**config.mk**
```make
export PLATFORM = sky130hd
export DESIGN_NAME = cpu_debug_sequencer
export DESIGN_NICKNAME = d
export VERILOG_FILES = /design/src/rtl/cpu_debug_pkg.sv /design/src/rtl/dbg_pulse_gen.sv /design/src/rtl/cpu_debug_sequencer.sv
export SDC_FILE = /design/constraint.sdc
export NUM_CORES = 1
export LEC_CHECK = 0
export CAP_MARGIN = 20
export CORE_ASPECT_RATIO = 0.75
export CORE_MARGIN = 5
export CORE_UTILIZATION = 40
export DETAILED_ROUTE_END_ITERATION = 8
export PLACE_DENSITY = 0.77
export SLEW_MARGIN = 20
export SYNTH_ARGS = -nofsm -noshare
export SYNTH_HDL_FRONTEND = slang
export SYNTH_SLANG_ARGS = --single-unit
```
**constraint.sdc**
```tcl
create_clock -name CLOCK_50 -period 3.37 [get_ports CLOCK_50]
set_clock_uncertainty 0.15 [all_clocks]
set_input_delay 0.674 -clock CLOCK_50 [delete_from_list [all_inputs] [get_ports CLOCK_50]]
set_output_delay 0.674 -clock CLOCK_50 [all_outputs]
set_load 0.02 [all_outputs]
```
**src/rtl/cpu_debug_pkg.sv**
```systemverilog
// Shared definitions for the CPU debug sequencer: command op codes,
// sequencer states, observation select indices and the snapshot payload.
package cpu_debug_pkg;

   localparam int unsigned OP_W   = 2;
   localparam int unsigned PC_W   = 8;
   localparam int unsigned SEL_W  = 8;
   localparam int unsigned DATA_W = 32;

   // Host command op codes
   localparam logic [OP_W-1:0] OP_STEP      = 2'b00;
   localparam logic [OP_W-1:0] OP_LOAD      = 2'b01;
   localparam logic [OP_W-1:0] OP_SNAP      = 2'b10;
   localparam logic [OP_W-1:0] OP_STEP_SNAP = 2'b11;

   typedef enum logic [2:0] {
      ST_IDLE       = 3'd0,
      ST_PULSE_HI   = 3'd1,
      ST_PULSE_LO   = 3'd2,
      ST_SEL_SETTLE = 3'd3,
      ST_EMIT       = 3'd4
   } state_t;

   // CPU observation select indices
   localparam logic [SEL_W-1:0] SEL_INSTR  = 8'd0;
   localparam logic [SEL_W-1:0] SEL_RS     = 8'd1;
   localparam logic [SEL_W-1:0] SEL_ALU    = 8'd2;
   localparam logic [SEL_W-1:0] SEL_STATUS = 8'd3;
   localparam logic [SEL_W-1:0] SEL_DMEM   = 8'd4;
   localparam logic [SEL_W-1:0] SEL_CTRL   = 8'd5;
   localparam logic [SEL_W-1:0] SEL_ALUCTL = 8'd6;
   localparam logic [SEL_W-1:0] SEL_PC     = 8'd7;
   localparam logic [SEL_W-1:0] SEL_RT     = 8'd8;
   localparam logic [SEL_W-1:0] SEL_EXC    = 8'd9;
   localparam logic [SEL_W-1:0] SEL_ALUB   = 8'd10;

   // One captured observation word as presented on the snapshot stream
   typedef struct packed {
      logic [SEL_W-1:0]  sel;
      logic [DATA_W-1:0] data;
      logic              last;
   } snap_word_t;

endpackage

```
**src/rtl/dbg_pulse_gen.sv**
```systemverilog
// Generates one CPU step-clock pulse: HALF cycles high then HALF cycles low.
// Ports:
//   clk   - board clock
//   rst   - synchronous active-high reset (drops the pulse immediately)
//   start - begin a pulse; pulse is high from the next cycle on
//   pulse - registered step clock
//   done  - registered; high during the final cycle of the current phase
module dbg_pulse_gen #(
   parameter int unsigned HALF = 4
) (
   input  logic clk,
   input  logic rst,
   input  logic start,
   output logic pulse,
   output logic done
);

   localparam int unsigned    CW        = (HALF > 1) ? $clog2(HALF) : 1;
   localparam logic [CW-1:0]  HALF_LOAD = CW'(HALF - 1);

   logic          running;
   logic [CW-1:0] cnt;

   logic          running_n;
   logic          pulse_n;
   logic [CW-1:0] cnt_n;

   // Next phase/count; done looks ahead so it is high in the last phase cycle
   always_comb begin
      running_n = running;
      pulse_n   = pulse;
      cnt_n     = cnt;
      if (start) begin
         running_n = 1'b1;
         pulse_n   = 1'b1;
         cnt_n     = HALF_LOAD;
      end else if (running) begin
         if (cnt != '0) begin
            cnt_n = cnt - CW'(1);
         end else if (pulse) begin
            pulse_n = 1'b0;
            cnt_n   = HALF_LOAD;
         end else begin
            running_n = 1'b0;
         end
      end
   end

   always_ff @(posedge clk) begin
      if (rst) begin
         running <= 1'b0;
         pulse   <= 1'b0;
         cnt     <= '0;
         done    <= 1'b0;
      end else begin
         running <= running_n;
         pulse   <= pulse_n;
         cnt     <= cnt_n;
         done    <= running_n && (cnt_n == '0);
      end
   end

endmodule

```
**src/rtl/cpu_debug_sequencer.sv**
```systemverilog
// Debug-host sequencer for the single-cycle CPU: steps the CPU clock, loads
// the PC and sweeps the observation select, streaming captured words out.
// Ports:
//   CLOCK_50, SYS_reset              - board clock, sync active-high reset
//   cmd_valid/cmd_ready/cmd_op/cmd_pc - one-at-a-time host command port
//   cpu_clk/cpu_load/cpu_pc_load/cpu_output_sel - CPU debug inputs
//   obs_data                          - CPU observation bus
//   snap_valid/snap_ready/snap_sel/snap_data/snap_last - snapshot stream
//   busy                              - inverse of cmd_ready
module cpu_debug_sequencer
   import cpu_debug_pkg::*;
#(
   parameter int unsigned NUM_SEL          = 11,
   parameter int unsigned SETTLE_CYCLES    = 2,
   parameter int unsigned STEP_HALF_CYCLES = 4
) (
   input  logic              CLOCK_50,
   input  logic              SYS_reset,
   input  logic              cmd_valid,
   output logic              cmd_ready,
   input  logic [OP_W-1:0]   cmd_op,
   input  logic [PC_W-1:0]   cmd_pc,
   output logic              cpu_clk,
   output logic              cpu_load,
   output logic [PC_W-1:0]   cpu_pc_load,
   output logic [SEL_W-1:0]  cpu_output_sel,
   input  logic [DATA_W-1:0] obs_data,
   output logic              snap_valid,
   input  logic              snap_ready,
   output logic [SEL_W-1:0]  snap_sel,
   output logic [DATA_W-1:0] snap_data,
   output logic              snap_last,
   output logic              busy
);

   localparam int unsigned      SC_W        = (SETTLE_CYCLES > 1) ? $clog2(SETTLE_CYCLES) : 1;
   localparam logic [SC_W-1:0]  SETTLE_LOAD = SC_W'(SETTLE_CYCLES - 1);
   localparam logic [SEL_W-1:0] LAST_SEL    = SEL_W'(NUM_SEL - 1);

   state_t            state;
   logic [OP_W-1:0]   op_q;
   logic [SEL_W-1:0]  k;
   logic [SC_W-1:0]   settle_cnt;
   snap_word_t        snap_q;

   logic              accept;
   logic              pulse_start;
   logic              pulse_done;

   assign accept      = cmd_valid && cmd_ready && (state == ST_IDLE);
   assign pulse_start = accept && (cmd_op != OP_SNAP);

   assign snap_sel  = snap_q.sel;
   assign snap_data = snap_q.data;
   assign snap_last = snap_q.last;

   // Step clock; its reset shares SYS_reset so a pulse is cut off at once
   dbg_pulse_gen #(
      .HALF (STEP_HALF_CYCLES)
   ) u_pulse_gen (
      .clk   (CLOCK_50),
      .rst   (SYS_reset),
      .start (pulse_start),
      .pulse (cpu_clk),
      .done  (pulse_done)
   );

   // Command sequencing, select sweep and snapshot handshake
   always_ff @(posedge CLOCK_50) begin
      if (SYS_reset) begin
         state          <= ST_IDLE;
         op_q           <= OP_STEP;
         k              <= '0;
         settle_cnt     <= '0;
         cmd_ready      <= 1'b1;
         busy           <= 1'b0;
         cpu_load       <= 1'b0;
         cpu_pc_load    <= '0;
         cpu_output_sel <= '0;
         snap_valid     <= 1'b0;
         snap_q         <= '0;
      end else begin
         case (state)
            ST_IDLE: begin
               if (accept) begin
                  op_q      <= cmd_op;
                  cmd_ready <= 1'b0;
                  busy      <= 1'b1;
                  if (cmd_op == OP_LOAD) begin
                     cpu_load    <= 1'b1;
                     cpu_pc_load <= cmd_pc;
                  end
                  if (cmd_op == OP_SNAP) begin
                     k              <= '0;
                     cpu_output_sel <= '0;
                     settle_cnt     <= SETTLE_LOAD;
                     state          <= ST_SEL_SETTLE;
                  end else begin
                     state <= ST_PULSE_HI;
                  end
               end
            end

            ST_PULSE_HI: begin
               if (pulse_done) state <= ST_PULSE_LO;
            end

            ST_PULSE_LO: begin
               if (pulse_done) begin
                  cpu_load <= 1'b0;
                  if (op_q == OP_STEP_SNAP) begin
                     k              <= '0;
                     cpu_output_sel <= '0;
                     settle_cnt     <= SETTLE_LOAD;
                     state          <= ST_SEL_SETTLE;
                  end else begin
                     cmd_ready <= 1'b1;
                     busy      <= 1'b0;
                     state     <= ST_IDLE;
                  end
               end
            end

            ST_SEL_SETTLE: begin
               // Capture on the edge that closes the settle window
               if (settle_cnt == '0) begin
                  snap_q.sel  <= k;
                  snap_q.data <= obs_data;
                  snap_q.last <= (k == LAST_SEL);
                  snap_valid  <= 1'b1;
                  state       <= ST_EMIT;
               end else begin
                  settle_cnt <= settle_cnt - SC_W'(1);
               end
            end

            ST_EMIT: begin
               if (snap_ready) begin
                  snap_valid <= 1'b0;
                  if (snap_q.last) begin
                     cmd_ready <= 1'b1;
                     busy      <= 1'b0;
                     state     <= ST_IDLE;
                  end else begin
                     k              <= k + SEL_W'(1);
                     cpu_output_sel <= k + SEL_W'(1);
                     settle_cnt     <= SETTLE_LOAD;
                     state          <= ST_SEL_SETTLE;
                  end
               end
            end

            default: state <= ST_IDLE;
         endcase
      end
   end

endmodule

```
# --- Word level (Yosys, flattened, before mapping) ---
# Cells that the tools add are included.
# Widths: inputs -> output; s select.
word_totals:
  regBits: 72
  latchBits: 0
  ramBits: 0
  romBits: 0
  inputBits: 46
  out_inout_bits: 62
  word_cells: 117
  mem_count: 0
op_classes:
  n_addsub: 3
  n_mul: 0
  n_div: 0
  n_lt_le_gt_ge: 0
  eq_ne: 21
  n_shift: 0
  mux: 54
  n_bitwise: 1
  reduce_logical: 22
op_table:
  columns: ["cell", "n"]
  rows:
  - ["$mux 8", 6]
  - ["$mux 1", 29]
  - ["$pmux 8 s3", 1]
  - ["$ne 2x2->1 const B", 9]
  - ["$mux 3", 5]
  - ["$pmux 3 s5", 1]
  - ["$mux 2", 7]
  - ["$reduce_and 7->1", 2]
  - ["$add 8x1->8 const B", 1]
  - ["$eq 8x4->1 const B", 1]
  - ["$ne 2x1->1 const B", 4]
  - ["$reduce_bool 2->1", 4]
  - ["$eq 3x2->1 const B", 2]
  - ["$pmux 1 s3", 2]
  - ["$reduce_and 2->1", 3]
  - ["$reduce_and 3->1", 2]
  - ["$reduce_and 6->1", 1]
  - ["$reduce_and 5->1", 1]
  - ["$eq 2x2->1 const B", 2]
  - ["$logic_and 1x1->1", 4]
  - ["$pmux 1 s2", 2]
  - ["$pmux 1 s4", 1]
  - ["$reduce_and 4->1", 1]
  - ["$reduce_bool 4->1", 1]
  - ["9 further kinds", 9]

# --- Longest topological paths before layout ---
logic_depth:
  word_depth: 6
  depth_mapped: 7

# --- Hierarchy ---
# From an unflattened synthesis, not the netlist that was laid out.
hier_totals:
  cells_unflattened: 356
  area_unflattened_um2: 2946.6
by_module_without_submodules:
  columns: ["module", "instances", "cells_each", "area_each_um2", "seq_area_each_um2"]
  rows:
  - ["cpu_debug_sequencer", 1, 334, 2753.9, 1341.3]
  - ["dbg_pulse_gen", 1, 22, 192.7, 100.1]

# --- Least setup slack after synthesis ---
# OpenSTA, ideal clock, no wires.
synth_path:
  kind: "input-to-reg"
  start: "input snap_ready"
  end: "register k[7]"
  setup_time_ns: 0.095
  arrival_time_ns: 1.538
  t_required_ns: 3.125
  path_slack_ns: 1.587
  cell_stages: 4
  n_path_buf: 0
  path_cell_list: "nand3b_1 or2b_1 or4_1 o311ai_1"
synth_via:
  elab_chain_len: 2
synth_rtl:
  columns: ["item", "line", "text"]
  rows:
  - ["from (decl)", "cpu_debug_sequencer.sv:29", "input logic snap_ready,"]
  - ["$ne 2x2->1 (no source line)", null, null]
  - ["$reduce_and 7->1 (no source line)", null, null]
  - ["to (signal assigned)", "cpu_debug_sequencer.sv:145", "k <= k + SEL_W'(1);"]
  - ["to (decl)", "cpu_debug_sequencer.sv:42", "logic [SEL_W-1:0] k;"]
# Every way passes these cells.
# A chain may end at the register's enable or synchronous reset.

# --- Worst setup path in the final report ---
layout_path:
  start: "input cmd_valid"
  end: "register cpu_pc_load[0]"
layout_via:
  elab_chain_len: 3
layout_rtl:
  columns: ["item", "line", "text"]
  rows:
  - ["from (decl)", "cpu_debug_sequencer.sv:19", "input logic cmd_valid,"]
  - ["$logic_and 1x1->1 (2 in a row)", "cpu_debug_sequencer.sv:50", "assign accept = cmd_valid && cmd_ready && (state == ST_IDLE);"]
  - ["$reduce_and 3->1 (no source line)", null, null]
  - ["to (signal assigned)", "cpu_debug_sequencer.sv:91", "cpu_pc_load <= cmd_pc;"]
  - ["to (decl)", "cpu_debug_sequencer.sv:25", "output logic [PC_W-1:0] cpu_pc_load,"]
# Every way passes these cells.

==> reports/qor.txt <==
status: complete, no violations
Post-DP HPWL: 5.38 mm
Clk Latency, worst-skew pair: 0.33 ns
TritonCTS Sinks: 72
All-Layer GR Usage: 16.2%
arrival time at the worst endpoint: 2.44 ns
Hold Violations, Final: 0
synthesized net count: 403
HP Class: flip-flop to flip-flop
die width: 109 um
post-CTS setup buffer count: 0
CTS resizes: 0
Unique masters post-synth: 47
Setup crit end kind: flip-flop
RD Place Congestion: 0.819
boundary pin count: 108
Hold Crit Endpoint: snap_sel[5]
Crit Reg-Reg Startpoint: state[1]
crit path max-delay cell type: nand4b_1
layout cells sized above 1: 5.88%
global route overflow: 0
leak pwr: 1.47 nW
Tcrit/Tclk final: 71.2%
unrepaired setup endpoints after global routing: false
crit path buf inv count: 1
worst slack, placed: 0.628 ns
YS warnings: 0
H-Tree Depth: 3
cts hold-fix bufs: 0
area of the die: 0.00915 mm2
core area: 0.00723 mm2
largest net degree at the start of global routing: 48
Worst slew margin: 42.9%
setup_tns: 0 ns
Final Critical Period: 2.40 ns
register clock-pin slew on the reported worst setup and hold paths: 0.08 ns
diode count: 0
DR WL/cell: 13.5 um
critical path class: input pin to flip-flop
flop2flop setup slack: 1.07 ns
Synth Cell Area: 0.00293 mm2
Seq cells post-synth: 72
sequential-to-total area share from yosys stat: 49.2%
commonest register cell after synthesis: dfxtp_1
TritonCTS clock tree: done
depth of the worst register-to-register path: 5
CP max FO: 9
Max Fclk: 0.416 GHz
CTS max path bufs: 2
internal power: 1.68 mW
Setup WS post-layout: 0.969 ns
EDFF count, synth: 0
DR vias: 2,788
Avg Cell Area, Syn: 8.25 um2
Crit path largest cell delay: 0.54 ns
CP Cell Sequence: clkdlybuf4s50_1 > and3b_1 > nand4b_1 > mux2i_1 > nor2_1
Die Height: 84.1 um
first-pass GRT wire length: 12.2 mm
Post-Route WL: 7.56 mm
Initial Util: 40.5%
total power: 2.46 mW
Synth Instances: 355
Crit path max-delay family: simple AND/OR/NAND/NOR gates
pwr dens: 574 mW/mm2
1st-iter DRT viols: 177
FFs w/ async S/R, synth: 0%
Slew @ Worst Pin: 0.856 ns
Clock Power Share: 30.5%
iteration count of the initial detailed-routing pass: 5
vias in the first global route: 2,637
row cnt: 27
antenna violations before repair: 0
Sequential Power Share: 42.4%
IR Drop Worst-Case VDD: 0.000296 V
DRT antenna net count: 0
# nets final: 502
Switch Pwr: 0.774 mW
Num CTS Buffers: 9
Startpoint Class: input pin
power share of the combinational group: 27.2%
Req. time, crit path: 3.41 ns
Residual DRC: 0
input/output buffers: 107
Syn-to-layout area delta: 46.1%
min-delay src: snap_sel[5]
Setup Viol. Count Final: 0
Avg Vias per Cell: 4.98
Hold Crit Depth: 2
sw frac: 31.5%
Max Cap Viol: 0
final slew viol count: 0
Root Driver: clkbuf_8
reg2reg end: snap_sel[1]
[Yosys cell counts, types with 3 or more instances]
cell | number | share of area [%]
inv_1 | 5 | 0.64
buf_2 | 11 | 1.9
nor3b_1 | 5 | 1.3
a31oi_1 | 5 | 1.1
a21oi_1 | 62 | 11
nand3b_1 | 3 | 0.77
nand3_1 | 5 | 0.85
nor2_1 | 14 | 1.8
a311oi_1 | 3 | 0.90
nand2_1 | 93 | 12
clkbuf_1 | 10 | 1.3
mux2i_1 | 8 | 2.7
o21a_1 | 3 | 0.77
nor2b_1 | 3 | 0.64
nand2b_1 | 6 | 1.3
dfxtp_1 | 72 | 49
o21ai_0 | 10 | 1.7
[layout by cell type, fill, tap and decap left out, drive strengths merged, types with 2 or more instances in the layout]
cell type / n
a211oi: 2
a21oi: 62
a311oi: 3
a31oi: 5
and2: 2
buf: 4
bufinv: 2
clkbuf: 11
clkdlybuf4s50: 106
clkinvlp: 2
dfxtp: 72
ha: 2
inv: 5
mux2i: 8
nand2: 93
nand2b: 6
nand3: 6
nand3b: 3
nand4b: 2
nor2: 16
nor2b: 3
nor3b: 5
nor4: 2
o21a: 3
o21ai: 10
o31ai: 2
or2: 2
or3: 2
[through the flow]
stage          area [um2]  utilization, %  std cells  hold slack [ns]
2_1_floorplan        2930               -        355            0.282
5_1_grt              4280            59.2        560            0.325
3_3_place_gp         4060            56.1        544            0.291
4_1_cts              4280            59.2        560            0.307
6_report             4280            59.2        560            0.304
3_5_place_dp         4060            56.1        544            0.296
[kinds of logic (layout without fill, tap and decap cells)]
family                   after synthesis  count (layout)  share of synthesized area (%)
flip-flops                            72              72                           49.2
adder cells (fa/ha/maj)                2               2                          0.855
AND/OR/NAND/NOR                      150             150                           24.1
multiplexers                           8               8                           2.74
buffers and inverters                 27             131                           4.06
AO/OA/AOI/OAI                         96              96                           19.1
[worst min-delay path, stage by stage, from the launching register on]
cell and delay, ns:
dfxtp_1 0.31, nand2_1 0.05, a21oi_1 0.05
[state kept, by name (all words and copies together) (netlist names)]
signal / count
snap_data: 32
cpu_pc_load: 8
k: 8
snap_sel: 8
state: 3
op_q: 2
u_pulse_gen.cnt: 2
busy: 1
cmd_ready: 1
cpu_load: 1
settle_cnt: 1
snap_last: 1
snap_valid: 1
u_pulse_gen.done: 1
u_pulse_gen.pulse: 1
u_pulse_gen.running: 1
[layout make-up]
| cell class | instances | area, um2 |
|---|---|---|
| Tap cell | 101 | 126 |
| Sequential cell | 72 | 1440 |
| Clock buffer | 11 | 141 |
| Timing Repair Buffer | 110 | 1100 |
| Clock inverter | 5 | 80.1 |
| Multi-Input combinational cell | 256 | 1370 |
| Fill cell | 677 | 2950 |
| Inverter | 5 | 18.8 |
[metal layers]
layer	up-vias	wire length, um	track usage [%]
li1	1417	-	-
met1	1271	3610	21.0
met2	94	3360	26.2
met3	6	544	5.34
met4	0	32	3.78
met5	-	0	0
[worst max-delay path by stage]
stage	from	to	slack (ns)	cells past startpoint
final	cmd_valid	cpu_pc_load[0]	0.97	5
after CTS	cmd_valid	cpu_pc_load[0]	1.00	5
after floorplan	snap_ready	k[7]	1.59	4
after detailed placement	cmd_valid	cpu_pc_load[0]	0.63	5
after global routing	state[1]	snap_last	0.86	5
after global placement	cmd_valid	cpu_pc_load[1]	0.74	5
[power by group through the flow]
| stage | Sequential, mW | Combinational [mW] | Clock (mW) |
|---|---|---|---|
| global placement | 1.06 | 0.660 | 0 |
| global route | 1.06 | 0.734 | 0.813 |
| detailed placement | 1.06 | 0.670 | 0 |
| floorplan | 1.08 | 0.398 | 0 |
| CTS | 1.04 | 0.673 | 0.773 |
| finish | 1.04 | 0.668 | 0.748 |
(Power assumes the default switching activity.)
